<file path="src/rtl/regs_pkg.sv">
// Shared constants for the integer register file.
//   ZERO_WORD   : all-zero 32-bit data word
//   ZERO_REG    : architectural address of x0
//   DEF_REG_NUM : default number of architectural registers
//   REG_ADDR_W  : register address width
package regs_pkg;

  localparam logic [31:0] ZERO_WORD   = 32'h0;
  localparam int          REG_ADDR_W  = 5;
  localparam logic [4:0]  ZERO_REG    = 5'd0;
  localparam int          DEF_REG_NUM = 32;

endpackage

</file>
<file path="src/rtl/regs_rd_port.sv">
// One combinational read port of the register file.
// Optional feature macro: REGS_WR_BYPASS_EN (write-to-read forwarding).
// Ports:
//   rst        : synchronous reset level; forces rdata to 0 while high
//   raddr      : read address
//   mem_data   : stored value at raddr, fetched by the parent
//   wen/waddr/wdata : write port of the same cycle (used for forwarding)
//   rdata      : read result
module regs_rd_port
  import regs_pkg::*;
#(
  parameter int XLEN = 32
) (
  input  logic                  rst,
  input  logic [REG_ADDR_W-1:0] raddr,
  input  logic [XLEN-1:0]       mem_data,
  input  logic                  wen,
  input  logic [REG_ADDR_W-1:0] waddr,
  input  logic [XLEN-1:0]       wdata,
  output logic [XLEN-1:0]       rdata
);

`ifndef REGS_WR_BYPASS_EN
  // Without forwarding the write port is not needed here.
  logic unused_wr;
  assign unused_wr = ^{wen, waddr, wdata};
`endif

  always_comb begin
    rdata = mem_data;
`ifdef REGS_WR_BYPASS_EN
    // A write landing this cycle is visible to a same-address read at once.
    if (wen && (waddr == raddr)) begin
      rdata = wdata;
    end
`endif
    // x0 has no storage, and reset masks both ports; these win over forwarding.
    if (rst || (raddr == ZERO_REG)) begin
      rdata = '0;
    end
  end

endmodule

</file>
<file path="src/rtl/regs.sv">
// Integer register file: x1..x(REG_NUM-1) storage, one write port,
// two independent combinational read ports. x0 reads as 0 and ignores writes.
// Optional feature macro: REGS_WR_BYPASS_EN (same-cycle write-to-read forwarding).
// Ports:
//   clk, rst             : clock, synchronous active-high reset
//   reg_waddr_i/wdata_i/wen_i : write port from the ex stage
//   reg1_raddr_i/rdata_o : rs1 read port
//   reg2_raddr_i/rdata_o : rs2 read port
module regs
  import regs_pkg::*;
#(
  parameter int XLEN    = 32,
  parameter int REG_NUM = DEF_REG_NUM
) (
  input  logic                  clk,
  input  logic                  rst,
  input  logic [REG_ADDR_W-1:0] reg_waddr_i,
  input  logic [XLEN-1:0]       reg_wdata_i,
  input  logic                  reg_wen_i,
  input  logic [REG_ADDR_W-1:0] reg1_raddr_i,
  output logic [XLEN-1:0]       reg1_rdata_o,
  input  logic [REG_ADDR_W-1:0] reg2_raddr_i,
  output logic [XLEN-1:0]       reg2_rdata_o
);

  // Index 0 deliberately absent: x0 is not storage.
  logic [XLEN-1:0] mem [1:REG_NUM-1];

  always_ff @(posedge clk) begin
    if (rst) begin
      for (int i = 1; i < REG_NUM; i++) begin
        mem[i] <= '0;
      end
    end else if (reg_wen_i && (reg_waddr_i != ZERO_REG)) begin
      mem[reg_waddr_i] <= reg_wdata_i;
    end
  end

  // Address 0 fetches nothing meaningful; the read port masks it to 0.
  logic [XLEN-1:0] mem_rd1;
  logic [XLEN-1:0] mem_rd2;
  assign mem_rd1 = mem[reg1_raddr_i];
  assign mem_rd2 = mem[reg2_raddr_i];

  regs_rd_port #(.XLEN(XLEN)) u_rd1 (
    .rst      (rst),
    .raddr    (reg1_raddr_i),
    .mem_data (mem_rd1),
    .wen      (reg_wen_i),
    .waddr    (reg_waddr_i),
    .wdata    (reg_wdata_i),
    .rdata    (reg1_rdata_o)
  );

  regs_rd_port #(.XLEN(XLEN)) u_rd2 (
    .rst      (rst),
    .raddr    (reg2_raddr_i),
    .mem_data (mem_rd2),
    .wen      (reg_wen_i),
    .waddr    (reg_waddr_i),
    .wdata    (reg_wdata_i),
    .rdata    (reg2_rdata_o)
  );

endmodule
</file>
<file path="config.mk">
export PLATFORM = sky130hd
export DESIGN_NAME = regs
export DESIGN_NICKNAME = d
export VERILOG_FILES = /design/src/rtl/regs_pkg.sv /design/src/rtl/regs_rd_port.sv /design/src/rtl/regs.sv
export SDC_FILE = /design/constraint.sdc
export NUM_CORES = 2
export LEC_CHECK = 0
export BUFFER_PORTS_ARGS = -buffer_cell sky130_fd_sc_hd__buf_2
export CAP_MARGIN = 0
export CORE_ASPECT_RATIO = 1.75
export CORE_MARGIN = 10
export CORE_UTILIZATION = 50
export DETAILED_ROUTE_END_ITERATION = 10
export GPL_ROUTABILITY_DRIVEN = 0
export PLACE_DENSITY = 0.78
export SKIP_CTS_REPAIR_TIMING = 1
export SLEW_MARGIN = 15
export SYNTH_ARGS = -nofsm -noshare
export SYNTH_HDL_FRONTEND = slang
export SYNTH_SLANG_ARGS = --single-unit
</file>
<file path="constraint.sdc">
create_clock -name clk -period 2 [get_ports clk]
set_input_delay 0.4 -clock clk [delete_from_list [all_inputs] [get_ports clk]]
set_output_delay 0.4 -clock clk [all_outputs]
set_load 0.05 [all_outputs]
</file>
==> impl_metrics.toml <==
[run_status]
status = "finished, violations left"
violations = "negative setup slack"

[cells_and_area]
syn_to_final_growth_pct = 21.09
final_cell_count_no_fill = 5859
largest-register = "mem"
final_nets = 4365
largest_reg_flops = 1024
top_regs = "mem x1024"
fillers = 7961
layout-drive-gt1-share_pct = 26.55

[clock_tree]
htreeDepth = 3
clk_pin_slew_ns = 0.07
cts_buffers = 90
cts_tree = "built"
clock_sinks = 1024
clockBufferDepth = 3
root_buffer = "clkbuf_16"

[drt]
ant_nets = 0
top_layer = "met5"
wl_met3_mm = 24.48
wl_per_cell_um = 34.76
finalWirelength_mm = 203.6
met1_length_mm = 60.97
drtIter0Drc = 5020
routed-via-count = 39690
met2_wirelength_mm = 95.25
route.detailed.drc = 0
first_pass_iters = 7
vias_per_cell = 6.775

[job]
maxCapViolCount = 0

[power]
power_density_mw_per_mm2 = 777.2
irDropWorstVdd_uv = 738.0
leakagePower_nw = 24.61

[setup_path]
critical_path_class = "flip-flop to primary output"
crit_fanout = 2
slowest_stage = "mux4_2"
path_buf_inv = 1
worstPathRequired_ns = 1.60
cp.depth = 5
cp-end-kind = "primary output"
path_delay_family = "multiplexers"
path_cells = "mux4_2 > a22o_1 > a31oi_1 > nand4_1 > buf_2"
slowest_delay_ns = 0.46
cp-start-kind = "flip-flop"
cp-startpoint = "mem[12][17]"
arrival_ns = 2.50

[global_routing]
grt_util_all_layers_pct = 32.18
grt_pass1_wl_mm = 284.5
grt_start_max_net_pins = 35
grt_pass1_vias = 40790
grt_remaining_overflow = 0
antenna_found_initial = 15

[yosys]
ys_ff_latch = 1024
synth_edf_count = 1024
ys.flop_type = "edfxtp_1"
synth-async-reset-ratio_pct = 0
netlist_area_mm2 = 0.05463
synth_area_per_cell_um2 = 13.67
synth-seq-area-share_pct = 56.28
yosys_warnings = 0
syn-instance-count = 3996
netlist-cell-type-count = 41

[sta]
tns_ns = -46.24
whs_ns = 0.1547
hold_viol_final = 0
rsz0062_at_grt = "yes"
slew_viol_final = 0
fin_crit_sh_pct = 145.2
timing.fmax_ghz = 0.3443
tightest_slew_ns = 0.6749
slew_headroom_pct = 55.01
setup_violations = 64
fin_crit_ns = 2.905
layout_setup_ws_ns = -0.9047

[worst_hold_path]
hold_class = "primary input to flip-flop"
holdPathStages = 1
hp-start = "reg_wdata_i[5]"

[die]
die_w_um = 269.9
boundaryPins = 114
core-area_mm2 = 0.1085
initial_core_util_pct = 50.35
rows = 160
die_y_um = 457.3
dieArea_mm2 = 0.1234

[place]
portBuffers = 113
dp.cells = 5674
dpl_worst_slack_ns = -0.7330
dp_hpwl_mm = 136.0
==> synth_stat cells (2+ instances only) <==
library cell  instances  share of area, %
a21oi_1              54              0.49
a22o_1                9              0.14
a22oi_1             321               4.4
a31oi_1               9              0.10
and2_1              997                11
and3_1               22              0.25
buf_1                10             0.069
buf_2                69              0.63
buf_4                53              0.73
buf_6                13              0.27
clkbuf_1            269               1.8
edfxtp_1           1024                56
inv_1                 2             0.014
mux2i_1             555                10
mux4_2              234               9.6
nand2_1              38              0.26
nand3_1             147               1.3
nand3b_1              4             0.055
nand4_1              65              0.74
nor2_1               39              0.27
nor2_2                2             0.023
nor2b_1               6             0.069
nor3_2                2             0.037
nor3b_1               3             0.041
or2_2                31              0.35
or3_1                 2             0.023
or3b_1                2             0.032
==> routing by layer <==
| layer | global-route usage, % | vias up |
|---|---|---|
| met5 | 0 | - |
| met4 | 29.56 | 10 |
| met3 | 8.134 | 1191 |
| met2 | 52.06 | 3338 |
| met1 | 34.37 | 19420 |
| li1 | - | 15730 |
==> kinds of logic after synthesis <==
group	after synthesis	share of synthesized area, %
muxes	789	19.81
other	1	0.006864
DFF	1024	56.28
and+or+nand+nor	1369	15.12
buffers and inverters	417	3.568
AOI/OAI and AO/OA	396	5.203
==> metrics by stage <==
stage	total power, mW	instance area [µm²]	utilization, %
5_1_grt	52.41	66130	60.95
2_1_floorplan	29.69	55120	-
3_3_place_gp	32.93	62260	57.38
6_report	51.42	66150	60.97
4_1_cts	50.89	65260	60.15
3_5_place_dp	33.14	62260	57.38
==> cell usage in the layout (no fill, tap or decap), types with 45 or more instances in the layout <==
cell type,instances
buf_12,230
and2_1,993
a22oi_2,49
buf_4,288
mux2i_1,555
clkbuf_16,93
buf_2,45
a22oi_1,272
nand3_1,146
nand4_1,65
mux4_2,234
edfxtp_1,1024
==> layout make-up <==
class	count	area (µm²)	area share, %
Timing Repair Buffer	611	7584	11.46
Tap cell	1458	1824	2.758
Inverter	2	7.507	0.01135
Antenna cell	10	25.02	0.03783
Sequential cell	1024	30750	46.48
Clock inverter	60	643.1	0.9721
Clock buffer	108	2362	3.571
Multi-Input combinational cell	2586	22960	34.71
==> final timing paths <==
kind / end / slack (ns)
min: mem[0][5] / 0.15
max: reg1_rdata_o[17] / -0.90
==> power by group <==
part	total, mW	switching, mW	internal, mW
registers	25.4	0.662	24.8
clock network	18.2	8.27	9.94
logic	7.76	4.48	3.28
Power figures use the tool's default switching activity.
